$ cat src/rtl/change_dispenser_pkg.sv
// Shared vending-machine definitions: default coin set, widths, timeout and FSM state type.
package change_dispenser_pkg;

    localparam int                DEF_NUM_COINS   = 3;
    localparam int                DEF_TOTAL_BITS  = 31;
    localparam int                DEF_WAIT_TIME   = 10;
    localparam int                DEF_STOCK_BITS  = 8;
    localparam int                DEF_INIT_STOCK  = 8;
    localparam logic [3*32-1:0]   DEF_COIN_VALUES = {32'd1000, 32'd500, 32'd100};

    typedef enum logic {
        ST_COUNT    = 1'b0,
        ST_DISPENSE = 1'b1
    } state_t;

endpackage

$ cat src/rtl/change_dispenser_coin_selector.sv
// Combinational priority pick of the largest coin that is in stock and fits in the remainder.
module coin_selector
    import change_dispenser_pkg::*;
#(
    parameter int                          NUM_COINS   = DEF_NUM_COINS,
    parameter int                          TOTAL_BITS  = DEF_TOTAL_BITS,
    parameter logic [NUM_COINS*32-1:0]     COIN_VALUES = DEF_COIN_VALUES
) (
    input  logic [TOTAL_BITS-1:0] i_rem,
    input  logic [NUM_COINS-1:0]  i_avail,
    output logic [NUM_COINS-1:0]  o_onehot,
    output logic [TOTAL_BITS-1:0] o_value,
    output logic                  o_valid
);

    always_comb begin
        o_onehot = '0;
        o_value  = '0;
        o_valid  = 1'b0;
        // Ascending scan: the last eligible index wins, giving the highest denomination.
        for (int k = 0; k < NUM_COINS; k++) begin
            if (i_avail[k] && (64'(COIN_VALUES[k*32 +: 32]) <= 64'(i_rem))) begin
                o_onehot    = '0;
                o_onehot[k] = 1'b1;
                o_value     = TOTAL_BITS'(COIN_VALUES[k*32 +: 32]);
                o_valid     = 1'b1;
            end
        end
    end

endmodule

$ cat src/rtl/change_dispenser.sv
// Change dispenser: idle countdown / user trigger starts a greedy one-coin-per-cycle payout.
module change_dispenser
    import change_dispenser_pkg::*;
#(
    parameter int                          NUM_COINS   = DEF_NUM_COINS,
    parameter int                          TOTAL_BITS  = DEF_TOTAL_BITS,
    parameter int                          WAIT_TIME   = DEF_WAIT_TIME,
    parameter logic [NUM_COINS*32-1:0]     COIN_VALUES = DEF_COIN_VALUES,
    parameter int                          STOCK_BITS  = DEF_STOCK_BITS,
    parameter int                          INIT_STOCK  = DEF_INIT_STOCK
) (
    input  logic                  clk,
    input  logic                  reset_n,
    input  logic [NUM_COINS-1:0]  i_input_coin,
    input  logic                  i_item_dispensed,
    input  logic                  i_trigger_return,
    input  logic [TOTAL_BITS-1:0] i_current_total,
    output logic [NUM_COINS-1:0]  o_return_coin,
    output logic [TOTAL_BITS-1:0] o_total_dec,
    output logic [31:0]           o_wait_time,
    output logic                  o_busy,
    output logic                  o_stuck
);

    state_t                r_state, w_state_nxt;
    logic [31:0]           r_wait, w_wait_nxt;
    logic [TOTAL_BITS-1:0] r_rem, w_rem_nxt;
    logic [TOTAL_BITS-1:0] r_dec, w_dec_nxt;
    logic [NUM_COINS-1:0]  r_ret, w_ret_nxt;
    logic                  r_stuck, w_stuck_nxt;
    logic [STOCK_BITS-1:0] r_stock [NUM_COINS];

    logic [NUM_COINS-1:0]  w_stock_nz;
    logic [NUM_COINS-1:0]  w_sel_onehot;
    logic [TOTAL_BITS-1:0] w_sel_value;
    logic                  w_sel_valid;

    always_comb begin
        for (int k = 0; k < NUM_COINS; k++) begin
            w_stock_nz[k] = (r_stock[k] != '0);
        end
    end

    coin_selector #(
        .NUM_COINS   (NUM_COINS),
        .TOTAL_BITS  (TOTAL_BITS),
        .COIN_VALUES (COIN_VALUES)
    ) u_coin_selector (
        .i_rem    (r_rem),
        .i_avail  (w_stock_nz),
        .o_onehot (w_sel_onehot),
        .o_value  (w_sel_value),
        .o_valid  (w_sel_valid)
    );

    always_comb begin
        w_state_nxt = r_state;
        w_wait_nxt  = r_wait;
        w_rem_nxt   = r_rem;
        w_ret_nxt   = '0;
        w_dec_nxt   = '0;
        w_stuck_nxt = r_stuck;
        case (r_state)
            ST_COUNT: begin
                if ((i_input_coin != '0) || i_item_dispensed) begin
                    w_wait_nxt = 32'(WAIT_TIME);
                end else if ((i_current_total != '0) && (i_trigger_return || (r_wait == '0))) begin
                    w_state_nxt = ST_DISPENSE;
                    w_rem_nxt   = i_current_total;
                    w_stuck_nxt = 1'b0;
                    w_wait_nxt  = '0;
                end else if (r_wait != '0) begin
                    w_wait_nxt = r_wait - 32'd1;
                end
            end
            ST_DISPENSE: begin
                if (w_sel_valid) begin
                    w_ret_nxt = w_sel_onehot;
                    w_dec_nxt = w_sel_value;
                    w_rem_nxt = r_rem - w_sel_value;
                end else begin
                    w_stuck_nxt = (r_rem != '0);
                    w_wait_nxt  = 32'(WAIT_TIME);
                    w_state_nxt = ST_COUNT;
                end
            end
            default: w_state_nxt = ST_COUNT;
        endcase
    end

    always_ff @(posedge clk) begin
        if (reset_n) begin
            r_state <= ST_COUNT;
            r_wait  <= 32'(WAIT_TIME);
            r_rem   <= '0;
            r_ret   <= '0;
            r_dec   <= '0;
            r_stuck <= 1'b0;
        end else begin
            r_state <= w_state_nxt;
            r_wait  <= w_wait_nxt;
            r_rem   <= w_rem_nxt;
            r_ret   <= w_ret_nxt;
            r_dec   <= w_dec_nxt;
            r_stuck <= w_stuck_nxt;
        end
    end

    // An insert and an eject of the same coin in one cycle cancel out.
    always_ff @(posedge clk) begin
        if (reset_n) begin
            for (int k = 0; k < NUM_COINS; k++) begin
                r_stock[k] <= STOCK_BITS'(INIT_STOCK);
            end
        end else begin
            for (int k = 0; k < NUM_COINS; k++) begin
                if (i_input_coin[k] && !w_ret_nxt[k]) begin
                    if (r_stock[k] != '1) begin
                        r_stock[k] <= r_stock[k] + 1'b1;
                    end
                end else if (!i_input_coin[k] && w_ret_nxt[k]) begin
                    r_stock[k] <= r_stock[k] - 1'b1;
                end
            end
        end
    end

    assign o_return_coin = r_ret;
    assign o_total_dec   = r_dec;
    assign o_wait_time   = r_wait;
    assign o_busy        = (r_state == ST_DISPENSE);
    assign o_stuck       = r_stuck;

endmodule

$ cat config.mk
export PLATFORM = sky130hd
export DESIGN_NAME = change_dispenser
export DESIGN_NICKNAME = d
export VERILOG_FILES = /design/src/rtl/change_dispenser_pkg.sv /design/src/rtl/change_dispenser_coin_selector.sv /design/src/rtl/change_dispenser.sv
export SDC_FILE = /design/constraint.sdc
export NUM_CORES = 1
export LEC_CHECK = 0
export CAP_MARGIN = 10
export CORE_UTILIZATION = 60
export CTS_BUF_LIST = sky130_fd_sc_hd__clkbuf_4
export CTS_CLUSTER_DIAMETER = 60
export CTS_CLUSTER_SIZE = 10
export DETAILED_ROUTE_END_ITERATION = 8
export GPL_ROUTABILITY_DRIVEN = 0
export HOLD_SLACK_MARGIN = 0.05
export PLACE_DENSITY = 0.88
export SYNTH_ARGS = -nofsm -noshare
export SYNTH_HDL_FRONTEND = slang
export SYNTH_SLANG_ARGS = --single-unit
$ cat constraint.sdc
create_clock -name clk -period 8.3 [get_ports clk]
set_input_delay 0.83 -clock clk [delete_from_list [all_inputs] [get_ports clk]]
set_output_delay 0.83 -clock clk [all_outputs]
set_load 0.02 [all_outputs]
==> flow_summary.json <==
{
  "cp-start-kind": "flop",
  "die_h_um": 105,
  "ys_warn_count": 0,
  "worstMarginPinSlew_ns": 1.03,
  "cts.repair.resized": 0,
  "finalCritPeriodShare_pct": 66.4,
  "netlist_instances": 767,
  "synth_edf_count": 24,
  "grt_usage_pct": 31.5,
  "start_util_pct": 61.8,
  "status": "complete, no violations",
  "synth_common_cells": "nor2_1 (96), dfxtp_1 (73), nand2_1 (55), a21oi_1 (47), o21ai_0 (43)",
  "grt_max_degree": 34,
  "rsz0062_at_grt": "false",
  "synth_area_leader_cell": "dfxtp_1",
  "synthSimpleGateAreaFrac_pct": 26.0,
  "setup_viol": 0,
  "viasPerCell": 6.42,
  "min_period_ns": 5.51,
  "ctsRootBufferMaster": "clkbuf_4",
  "max_freq_ghz": 0.181,
  "reg2reg_slack_ns": 2.79,
  "grt_pass1_wl_um": 28000,
  "synth-seq-cells": 97,
  "critical_path_class": "reg -> reg",
  "final_area_mm2": 0.00728,
  "p_per_area_mw_per_mm2": 167,
  "drc": 0,
  "io_pins": 106,
  "peakVddDrop_mv": 0.126,
  "fin_skew_ns": 0.0225,
  "grt-ovfl-total": 0,
  "maxCapViolations": 0,
  "clk_latency_ns": 0.50,
  "critPathMaxFanout": 16,
  "nFillCells": 819,
  "cts_buffers": 9,
  "clk_pin_slew_ns": 0.16,
  "postRouteAntennaNets": 0,
  "synth_compound_area_share_pct": 21.3,
  "cts_num_sinks": 97,
  "routed_wl_um": 17100,
  "antennaDiodeCount": 0,
  "die_area_mm2": 0.0111,
  "maxSlewHeadroom_pct": 30.9,
  "cts_tree": "yes",
  "regArea_mm2": 0.00218,
  "place_area_mm2": 0.00711,
  "grt_pass1_vias": 5929,
  "wl_per_cell_um": 17.8,
  "tns_ns": 0,
  "syn_area_mm2": 0.00638,
  "synth_cell_types": 84,
  "post-cts-setup-buffers": 0,
  "firstDrtPassIters": 7,
  "synth_top_family_by_area": "simple AND/OR/NAND/NOR gates",
  "critPathRequiredTime_ns": 8.53,
  "end_kind": "flop",
  "rows": 37,
  "area_growth_pct": 14.0,
  "htree_levels": 3,
  "syn_avg_cell_area_um2": 8.32,
  "async_flop_share_pct": 0,
  "die_w_um": 105,
  "yosys.area_share.adder_pct": 5.25,
  "synth_flop_cell": "dfxtp_1",
  "multi_input_area_mm2": 0.00381,
  "io_buffers": 82,
  "drt_iter0_markers": 556,
  "yosysSeqAreaShare_pct": 34.2,
  "muxShareOfSynthArea_pct": 0.627,
  "vias": 6180,
  "antenna_found_initial": 0,
  "synth_area_leaders": "dfxtp_1 (23%), edfxtp_1 (11%), nor2_1 (5.6%)",
  "nets": 885,
  "hold_class": "reg -> reg",
  "critPathArrivalTime_ns": 5.74,
  "final-max-slew-violation-count": 0,
  "synth_top_area_share_pct": 22.9,
  "hpwl_um": 12300,
  "power.leakage_nw": 2.66,
  "hold_buffers": 0,
  "synth_xor_area_share_pct": 5.21,
  "clockBufferDepth": 2,
  "finalHoldViolCount": 0,
  "synth_most_common_cell": "nor2_1",
  "coreArea_mm2": 0.0103,
  "drive_gt1_share_pct": 5.68
}
==> kinds of logic (layout without fill, tap and decap cells) <==
kind of cell	after synthesis	in the layout
AOI/OAI and AO/OA	191	191
xor gates and xnor gates	38	38
adders and majority gates	25	25
buffers and inverters	87	125
DFF	97	97
muxes	4	4
other	1	23
and+or+nand+nor	324	324
==> per-stage QoR <==
step,std cells,hold slack (ns),utilization (%),setup WS [ns],power [mW]
5_1_grt,963,0.504,70.5,2.57,1.27
2_1_floorplan,789,0.438,-,3.53,0.845
6_report,963,0.478,70.5,2.79,1.21
3_3_place_gp,946,0.449,68.8,3.15,0.895
3_5_place_dp,946,0.457,68.8,2.88,0.912
4_1_cts,962,0.475,70.4,2.86,1.20
==> final cells by class <==
type                    instances  share of cell area (%)
multi-input cells             605                    52.4
well taps                     136                    2.34
clock buffers                  10                    1.03
inverters                      21                    1.15
repair buffers                 88                    11.9
clock inverters                 6                    1.22
flip-flops and latches         97                    30.0
==> worst paths after layout <==
| kind | from | endpoint | cells after the start |
|---|---|---|---|
| max | r_rem[24] | r_stock[1][7] | 15 |
| min | r_rem[21] | r_rem[21] | 2 |
| max reg2reg | r_rem[24] | r_stock[1][7] | 15 |
| min reg2reg | r_rem[21] | r_rem[21] | 2 |
==> routing by layer <==
layer | global-route usage, % | routed length [um]
met1 | 38.9 | 6810
met2 | 52.7 | 8280
met3 | 7.49 | 1570
met4 | 12.7 | 444
met5 | 0 | 0
==> cells in the final DEF (no fill, tap or decap), types with 5 or more instances in the layout <==
cell type / count
a22oi_1: 7
buf_4: 5
o21ai_0: 43
xnor2_1: 14
a31oi_1: 7
and2_1: 7
ha_1: 22
nand3_1: 22
clkdlybuf4s50_1: 82
a21oi_1: 47
xor2_1: 24
and3_1: 7
nand2b_1: 7
a211oi_1: 10
or3_1: 14
clkbuf_4: 10
o31ai_1: 5
a21o_1: 9
nand4_1: 19
nand2_1: 55
o311ai_0: 5
nor4_1: 24
nor3b_1: 5
dfxtp_1: 73
nor3_1: 28
nor2_1: 96
or4_1: 6
inv_1: 20
nor2b_1: 9
conb_1: 23
edfxtp_1: 24
==> worst max-delay path, cell delays in order (launching register included) <==
cell      delay (ns)
dfxtp_1         0.38
or4_1           0.60
or4_1           0.73
o41a_1          0.60
clkinv_4        0.21
nand2_1         0.13
nor3_1          0.84
ha_1            0.38
a21o_1          0.17
a21oi_1         0.26
o21bai_1        0.14
a21oi_1         0.23
o21ai_0         0.18
xor2_1          0.18
xnor2_1         0.15
nor2_1          0.05
==> flip-flops by register name, summed over array words and instances (netlist names) <==
| signal | count |
|---|---|
| r_rem | 31 |
| o_wait_time | 32 |
| o_total_dec | 5 |
| o_return_coin | 3 |
| o_busy | 1 |
| r_stock | 24 |
| o_stuck | 1 |
==> where the power goes <==
| part | switching, mW | internal, mW | leakage, nW | total, mW |
|---|---|---|---|---|
| logic | 0.220 | 0.137 | 1.73 | 0.356 |
| registers | 0.0401 | 0.518 | 0.841 | 0.558 |
| clock network | 0.171 | 0.127 | 0.0879 | 0.298 |
Note: power is estimated with default switching activity, not from simulation.
